[config.mk]
export PLATFORM = sky130hd
export DESIGN_NAME = calculation_unit_fraction_addsub_pipe
export DESIGN_NICKNAME = d
export VERILOG_FILES = /design/src/rtl/calculation_unit_fraction_addsub_pipe.sv
export SDC_FILE = /design/constraint.sdc
export NUM_CORES = 1
export LEC_CHECK = 0
export ABC_AREA = 1
export BUFFER_PORTS_ARGS = -buffer_cell sky130_fd_sc_hd__buf_2
export CORE_MARGIN = 2
export CORE_UTILIZATION = 27
export DETAILED_ROUTE_END_ITERATION = 7
export MAX_ROUTING_LAYER = met4
export SYNTH_ARGS = -nofsm -noshare
export SYNTH_HDL_FRONTEND = slang
export SYNTH_SLANG_ARGS = --single-unit
export TNS_END_PERCENT = 20
[constraint.sdc]
create_clock -name clk -period 4.2 [get_ports clk]
set_input_delay 0.21 -clock clk [delete_from_list [all_inputs] [get_ports clk]]
set_output_delay 0.21 -clock clk [all_outputs]
set_load 0.01 [all_outputs]
[src/rtl/calculation_unit_fraction_addsub_pipe.sv]
// Pipelined significand adder/subtractor: the W-bit carry chain is cut into STAGES
// registered segments behind valid/ready handshakes; the last stage negates on borrow.
module calculation_unit_fraction_addsub_pipe #(
   parameter  int FRAC_WIDTH = 24,
   parameter  int STAGES     = 2,
   parameter  int TAG_WIDTH  = 4,
   localparam int W          = 2*FRAC_WIDTH+1
) (
   input  logic                 clk,
   input  logic                 reset_n,
   input  logic                 in_valid,
   output logic                 in_ready,
   input  logic                 op_sub,
   input  logic [FRAC_WIDTH-1:0] sorted_fraction_a,
   input  logic [W-1:0]         aligned_fraction_b,
   input  logic [TAG_WIDTH-1:0] in_tag,
   output logic                 out_valid,
   input  logic                 out_ready,
   output logic [W-1:0]         fraction_result,
   output logic                 carry_out,
   output logic                 sign_flip,
   output logic                 result_zero,
   output logic [TAG_WIDTH-1:0] out_tag
);

   localparam int SEG = (W + STAGES - 1) / STAGES;

   // st_*[k] is the operand bundle entering stage k (stage 0 is fed by the ports)
   logic [W-1:0]         st_a   [STAGES];
   logic [W-1:0]         st_b   [STAGES];
   logic [W-1:0]         st_sum [STAGES];
   logic [TAG_WIDTH-1:0] st_tag [STAGES];
   logic [STAGES-1:0]    st_c;
   logic [STAGES-1:0]    st_sub;
   logic [STAGES-1:0]    stage_v;
   logic [STAGES:0]      v_chain;
   logic [STAGES-1:0]    ld;

   assign st_a[0]   = {1'b0, sorted_fraction_a, {FRAC_WIDTH{1'b0}}};
   assign st_b[0]   = op_sub ? ~aligned_fraction_b : aligned_fraction_b;
   assign st_sum[0] = '0;
   assign st_c[0]   = op_sub;
   assign st_sub[0] = op_sub;
   assign st_tag[0] = in_tag;
   assign v_chain   = {stage_v, in_valid};
   assign in_ready  = ld[0];

   // Ready chain: a stage loads when empty or when its occupant moves on this cycle.
   always_comb begin
      logic chain;
      ld    = '0;
      chain = out_ready;
      for (int s = STAGES-1; s >= 0; s--) begin
         ld[s] = !stage_v[s] || chain;
         chain = ld[s];
      end
   end

   generate
      for (genvar gi = 0; gi < STAGES; gi++) begin : g_stage
         localparam int         LO        = (gi*SEG < W) ? gi*SEG : W;
         localparam int         HI        = ((gi+1)*SEG < W) ? (gi+1)*SEG : W;
         localparam logic [W:0] ONE       = {{W{1'b0}}, 1'b1};
         localparam logic [W:0] SEG_MASK  = (ONE << HI) - (ONE << LO);
         localparam logic [W:0] CARRY_BIT = ONE << HI;

         logic [W:0]   seg_t;
         logic [W-1:0] sum_d;
         logic         c_d;
         logic         load;
         logic         v_q;

         always_comb begin
            seg_t = {1'b0, st_a[gi] & SEG_MASK[W-1:0]}
                  + {1'b0, st_b[gi] & SEG_MASK[W-1:0]}
                  + ({{W{1'b0}}, st_c[gi]} << LO);
            sum_d = (st_sum[gi] & ~SEG_MASK[W-1:0]) | (seg_t[W-1:0] & SEG_MASK[W-1:0]);
            c_d   = |(seg_t & CARRY_BIT);
         end

         assign load        = ld[gi] && v_chain[gi];
         assign stage_v[gi] = v_q;

         always_ff @(posedge clk or negedge reset_n) begin
            if (!reset_n) v_q <= 1'b0;
            else if (ld[gi]) v_q <= v_chain[gi];
         end

         if (gi < STAGES-1) begin : g_mid
            logic [W-1:0]         a_q, b_q, sum_q;
            logic                 c_q, sub_q;
            logic [TAG_WIDTH-1:0] tag_q;

            always_ff @(posedge clk or negedge reset_n) begin
               if (!reset_n) begin
                  a_q   <= '0;
                  b_q   <= '0;
                  sum_q <= '0;
                  c_q   <= 1'b0;
                  sub_q <= 1'b0;
                  tag_q <= '0;
               end else if (load) begin
                  a_q   <= st_a[gi];
                  b_q   <= st_b[gi];
                  sum_q <= sum_d;
                  c_q   <= c_d;
                  sub_q <= st_sub[gi];
                  tag_q <= st_tag[gi];
               end
            end

            assign st_a[gi+1]   = a_q;
            assign st_b[gi+1]   = b_q;
            assign st_sum[gi+1] = sum_q;
            assign st_c[gi+1]   = c_q;
            assign st_sub[gi+1] = sub_q;
            assign st_tag[gi+1] = tag_q;
         end else begin : g_last
            logic [W-1:0]         res_d, res_q;
            logic                 co_d, co_q, flip_d, flip_q, zero_d, zero_q;
            logic [TAG_WIDTH-1:0] tag_q;

            // No carry out of a subtract means a borrow: report B-A and flag it.
            always_comb begin
               flip_d = st_sub[gi] && !c_d;
               co_d   = !st_sub[gi] && c_d;
               res_d  = flip_d ? -sum_d : sum_d;
               zero_d = (res_d == '0);
            end

            always_ff @(posedge clk or negedge reset_n) begin
               if (!reset_n) begin
                  res_q  <= '0;
                  co_q   <= 1'b0;
                  flip_q <= 1'b0;
                  zero_q <= 1'b0;
                  tag_q  <= '0;
               end else if (load) begin
                  res_q  <= res_d;
                  co_q   <= co_d;
                  flip_q <= flip_d;
                  zero_q <= zero_d;
                  tag_q  <= st_tag[gi];
               end
            end

            assign out_valid       = v_q;
            assign fraction_result = res_q;
            assign carry_out       = co_q;
            assign sign_flip       = flip_q;
            assign result_zero     = zero_q;
            assign out_tag         = tag_q;
         end
      end
   endgenerate

endmodule

Yosys cells after proc, flatten, opt, wreduce, memory -nomap -nowiden:

Cells that the tools add are included.

* register bits: 162
* latch bits: 0
* RAM bits: 0
* ROM bits: 0
* input bits: 82
* output and inout port bits: 58
* logic and storage cells: 33
* memories: 0

* $add $sub $neg: 5
* multiply operators: 0
* divide/modulo/power cells: 0
* order comparisons: 0
* equal/unequal tests: 0
* shift-type cells: 0
* mux-type cells: 2
* bitwise operators: 2
* reductions and logical operators: 11

Operators by type and width (number)
* $mux 49: 2
* $add 48x49->50: 1
* $add 50x26->50: 1
* $logic_not 49->1: 1
* $neg 49->49: 1
* $not 49->49: 1
* $or 25x49->49: 1
* $add 25x25->26: 1
* $add 26x1->26: 1
* $logic_and 1x1->1: 4
* $logic_not 1->1: 4
* $logic_or 1x1->1: 2

Depth between registers and ports, before layout:

* word-level depth: 6
* mapped depth: 24
* mapped depth without buffers: 24

Least setup slack after synthesis:

Ideal clock, no wire load.

* kind: register to register
* from: register g_stage[0].g_mid.a_q[26]
* to: register g_stage[1].g_last.zero_q (netlist: result_zero)
* library setup time: 117 ps
* data arrival time: 2716 ps
* required time: 4083 ps
* path slack: 1367 ps
* cell stages (with the launch flop): 23
* path buffers: 0
* clock period less this slack: 2833 ps
* path through: dfrtp_1 -> ha_1 -> ha_1 -> inv_1 -> fa_1 -> inv_1 -> nand3_1 -> nand2_1 -> nand2_1 -> nand2_1 -> nand3_1 -> nor2_1 -> nand2_2 -> o21ai_4 -> nand2_2 -> nor2_2 -> nand3_1 -> nand2_1 -> clkinv_1 -> nand2_1 -> nor2_1 -> nand3_1 -> nand2_1

* word-level cells in the longest chain between the ends: 6

Ends and longest elaborated chain
* from (decl): RTL line 90 `logic [W-1:0] a_q, b_q, sum_q;`
* from (signal assigned): RTL line 103 `a_q <= st_a[gi];`
* $add 48x49->50 *: RTL line 75 `+ {1'b0, st_b[gi] & SEG_MASK[W-1:0]}`
* $add 50x26->50 *: RTL line 76 `+ ({{W{1'b0}}, st_c[gi]} << LO);`
* $or 25x49->49 or $logic_not 1->1 (tied branches): RTL line 77, 125
* $neg 49->49 or $logic_and 1x1->1 (tied branches): RTL line 127, 125
* $mux 49 *: RTL line 127 `res_d = flip_d ? -sum_d : sum_d;`
* $logic_not 49->1 *: RTL line 128 `zero_d = (res_d == '0);`
* to (signal assigned): RTL line 142 `zero_q <= zero_d;`
* to (decl): RTL line 120 `logic co_d, co_q, flip_d, flip_q, zero_d, zero_q;`

Mark *: on every way between the ends. The rest lies on a longest branch, timed or not.
A chain may end at the register's enable or synchronous reset.

Worst setup path in the final report:

* from: register g_stage[0].g_mid.a_q[41]
* to: register g_stage[1].g_last.zero_q (netlist: result_zero)

The elaborated chain is that of the path after synthesis.

==> impl_metrics.env <==
export IMPL_numCtsBuffers=17
export IMPL_post_drt_via_cell_ratio=4.454
export IMPL_cap_violations=0
export IMPL_hold_violations=0
export IMPL_port_buffers=139
export IMPL_outcome="complete, no violations"
export IMPL_cp_start_kind="register"
export IMPL_drive_gt1_share_pct=13.21
export IMPL_clk_pin_slew_ns=0.07
export IMPL_finalCritPeriodShare_pct=83.41
export IMPL_multiInputGateArea_um2=5811
export IMPL_ys_warnings_count=0
export IMPL_grt_use_met3_pct=2.139
export IMPL_drt_wirelength_per_cell_um=14.23
export IMPL_antenna_found_initial=0
export IMPL_rows=70
export IMPL_yosysSeqAreaShare_pct=33.86
export IMPL_grt_pass1_wl_um=48080
export IMPL_fillers=4065
export IMPL_grt_use_met2_pct=22.38
export IMPL_p_leak_nw=6.166
export IMPL_r2r_start="g_stage[0].g_mid.a_q[41]"
export IMPL_drt_pass1_iterations=5
export IMPL_fin_tns_setup_ns=0
export IMPL_path_max_fanout=48
export IMPL_arrival_ns=3.87
export IMPL_first_global_vias=8961
export IMPL_setup_viol=0
export IMPL_startpoint="g_stage[0].g_mid.a_q[41]"
export IMPL_clkLatencyLatePin_ns=0.43
export IMPL_die_w_um=197.0
export IMPL_io_pins=140
export IMPL_n_antenna_cell=0
export IMPL_die_y_um=197.0
export IMPL_end_kind="register"
export IMPL_start_util_pct=27.46
export IMPL_gp_congestion=0.8910
export IMPL_rr_worst_depth=19
export IMPL_min_period_ns=3.503
export IMPL_dieArea_um2=38790
export IMPL_drt_total_wl_um=30130
export IMPL_cts_tree="done"
export IMPL_core_area_um2=36610
export IMPL_syn_nets=1624
export IMPL_busiest_layer="met1"
export IMPL_drc_errors=0
export IMPL_rrSetupSlack_ns=0.70
export IMPL_synthCells=1491
export IMPL_hpwl_um=24150
export IMPL_post_route_util_pct=32.68
export IMPL_skew_ns=0.01369
export IMPL_netlist_area_um2=10050
export IMPL_cts_root_buf="clkbuf_16"
export IMPL_maxSlewViolCount=0
export IMPL_synth_area_per_cell_um2=6.742
export IMPL_vias=9433
export IMPL_register_area_um2=3403
export IMPL_clock_fmax_mhz=285.5
export IMPL_netlist_cell_type_count=42
export IMPL_syn2layout_area_growth_pct=19.03
export IMPL_clkSinkCount=136
export IMPL_worstSetupPathType="register to register"
export IMPL_drt_initial_drc_count=609
export IMPL_slew_limit_headroom_pct=30.08
export IMPL_crit_end="result_zero"
export IMPL_worst_pin_slew_ns=1.047
export IMPL_htreeDepth=4
export IMPL_ys_seq_elements=136
export IMPL_hold_path_class="input pin to register"
export IMPL_regToRegEndpoint="result_zero"
export IMPL_clock_path_buffers=2
export IMPL_worst_ir_drop_vdd_mv=0.2941
export IMPL_cp_data_required_time_ns=4.57
export IMPL_gr_usage_met1_pct=24.78
export IMPL_rsz0062_at_grt="false"
export IMPL_fin_nets=1770
export IMPL_grt_max_degree=98
export IMPL_overflow=0
export IMPL_antenna_left=0
export IMPL_grt_usage_pct=16.22
export IMPL_power_density_nw_per_um2=542.2
-- synth_stat cells, drive strengths merged --
library cell / n / area [um^2]
o211ai: 1 / 7.510
o21bai: 3 / 22.52
nand3: 90 / 455.4
nor3: 16 / 100.1
a22o: 2 / 17.52
o21a: 3 / 22.52
nand4: 21 / 161.4
nand2: 545 / 2068
nor2: 171 / 689.4
o21ai: 107 / 546.8
nand2b: 1 / 6.260
ha: 49 / 613.1
clkbuf: 27 / 101.4
xor2: 34 / 305.3
or2: 1 / 6.260
nand3b: 3 / 22.52
dfrtp: 136 / 3403
a21oi: 35 / 186.4
inv: 162 / 610.6
clkinv: 2 / 7.510
nor4: 2 / 12.51
a31oi: 7 / 43.79
and2: 5 / 31.28
fa: 2 / 40.04
xnor2: 51 / 446.7
buf: 15 / 123.9
-- stage by stage --
stage	hold slack, ns	setup slack (ns)	instance area (um^2)	std cells	total power [mW]
6_report	0.008700	0.6970	11970	2118	6.487
5_1_grt	0.01318	0.3693	11970	2118	7.068
4_1_cts	0.002157	0.6489	11970	2118	6.538
3_5_place_dp	0.2846	0.6833	11160	2062	5.042
3_3_place_gp	0.2767	0.6396	11160	2062	5.020
2_1_floorplan	-0.08559	1.367	10050	1491	3.995
-- state kept, by name, summed over array words and instances, names as in the netlist, 4 cells and up --
name / flops
g_stage.g_mid.a_q: 23
out_tag: 4
g_stage.g_mid.tag_q: 4
g_stage.g_mid.sum_q: 25
fraction_result: 49
g_stage.g_mid.b_q: 24
-- where the power goes --
group	internal, mW	switching, mW
clock	0.780	0.676
sequential	1.66	0.244
combinational	1.03	2.09
-- critical path, stage by stage (launching register included) --
cell     delay (ns)
dfrtp_1        0.39
ha_1           0.30
ha_1           0.45
nand2_1        0.18
nor2_2         0.13
nand2_1        0.11
nor2_2         0.13
nand2_2        0.08
nand4_4        0.17
buf_4          0.42
nor2_1         0.07
a21oi_1        0.18
nand2_1        0.07
nor2_1         0.19
nand2_1        0.14
nor2_1         0.11
nand2_1        0.06
nor2_1         0.08
nand3_1        0.08
nand2_1        0.06
-- logic make-up (layout without fill, tap and decap cells) --
family          count (synthesis)  after routing  synth area share [%]
fa+ha+maj                      51             51                 6.497
compound gates                158            158                 8.427
xor+xnor                       85             85                 7.481
flops                         136            136                 33.86
buf+inv                       206            365                 8.389
simple gates                  855            855                 35.35
-- cell type report --
cell class                      instances  area share, %
Multi-Input combinational cell       1149          48.56
Sequential cell                       136          28.44
Timing Repair Buffer                  169          8.251
Inverter                              164          5.166
Tap cell                              468          4.894
Clock buffer                           17          3.555
Clock inverter                         15          1.129
-- how the worst min path moves through the flow --
stage,from,to,depth (start not counted)
after floorplan,reset_n,carry_out,0
after global placement,reset_n,g_stage[0].g_mid.b_q[40],1
after detailed placement,reset_n,g_stage[0].g_mid.b_q[40],1
after CTS,sorted_fraction_a[14],g_stage[0].g_mid.a_q[38],3
after global routing,sorted_fraction_a[3],g_stage[0].g_mid.a_q[27],3
final,sorted_fraction_a[3],g_stage[0].g_mid.a_q[27],3
-- metal layers --
layer | wire length, um | vias up
met3 | 997 | 17
met1 | 16740 | 4242
li1 | - | 4995
met5 | 0 | -
met2 | 12110 | 179
met4 | 284 | 0
-- cells in the final DEF (no fill, tap or decap), types with 2 or more instances in the layout --
cell / synthesis / layout
a31oi_1: 7 / 7
xor2_1: 33 / 33
inv_2: 4 / 5
nand2_1: 538 / 536
nand3b_1: 3 / 3
nor2_2: 10 / 10
nand4_4: 2 / 2
nor2_4: 3 / 3
a22o_1: 2 / 2
nand4_1: 19 / 19
o21a_1: 3 / 3
buf_4: 3 / 6
clkinvlp_4: 0 / 2
o21ai_1: 2 / 2
nand2_2: 6 / 8
nand3_1: 89 / 89
a21oi_2: 3 / 3
nor3_1: 12 / 12
dfrtp_1: 136 / 136
o21ai_0: 104 / 104
xnor2_1: 51 / 51
inv_6: 0 / 4
a21oi_1: 32 / 32
o21bai_1: 3 / 3
dlygate4sd3_1: 0 / 24
fa_1: 2 / 2
nor2_1: 158 / 158
nor3_2: 4 / 4
and2_1: 5 / 5
clkbuf_16: 0 / 17
buf_2: 6 / 138
inv_1: 157 / 157
inv_8: 0 / 4
nor4_1: 2 / 2
ha_1: 49 / 49
clkinv_4: 0 / 4
-- what timing repair did --
| action | CTS | global route |
|---|---|---|
| resized for setup | 0 | 0 |
| buffers inserted | 0 | 0 |
| hold endpoints to repair | 93 | 0 |
| hold buffers | 24 | 0 |
No activity file was read; power rests on OpenSTA's default activity.
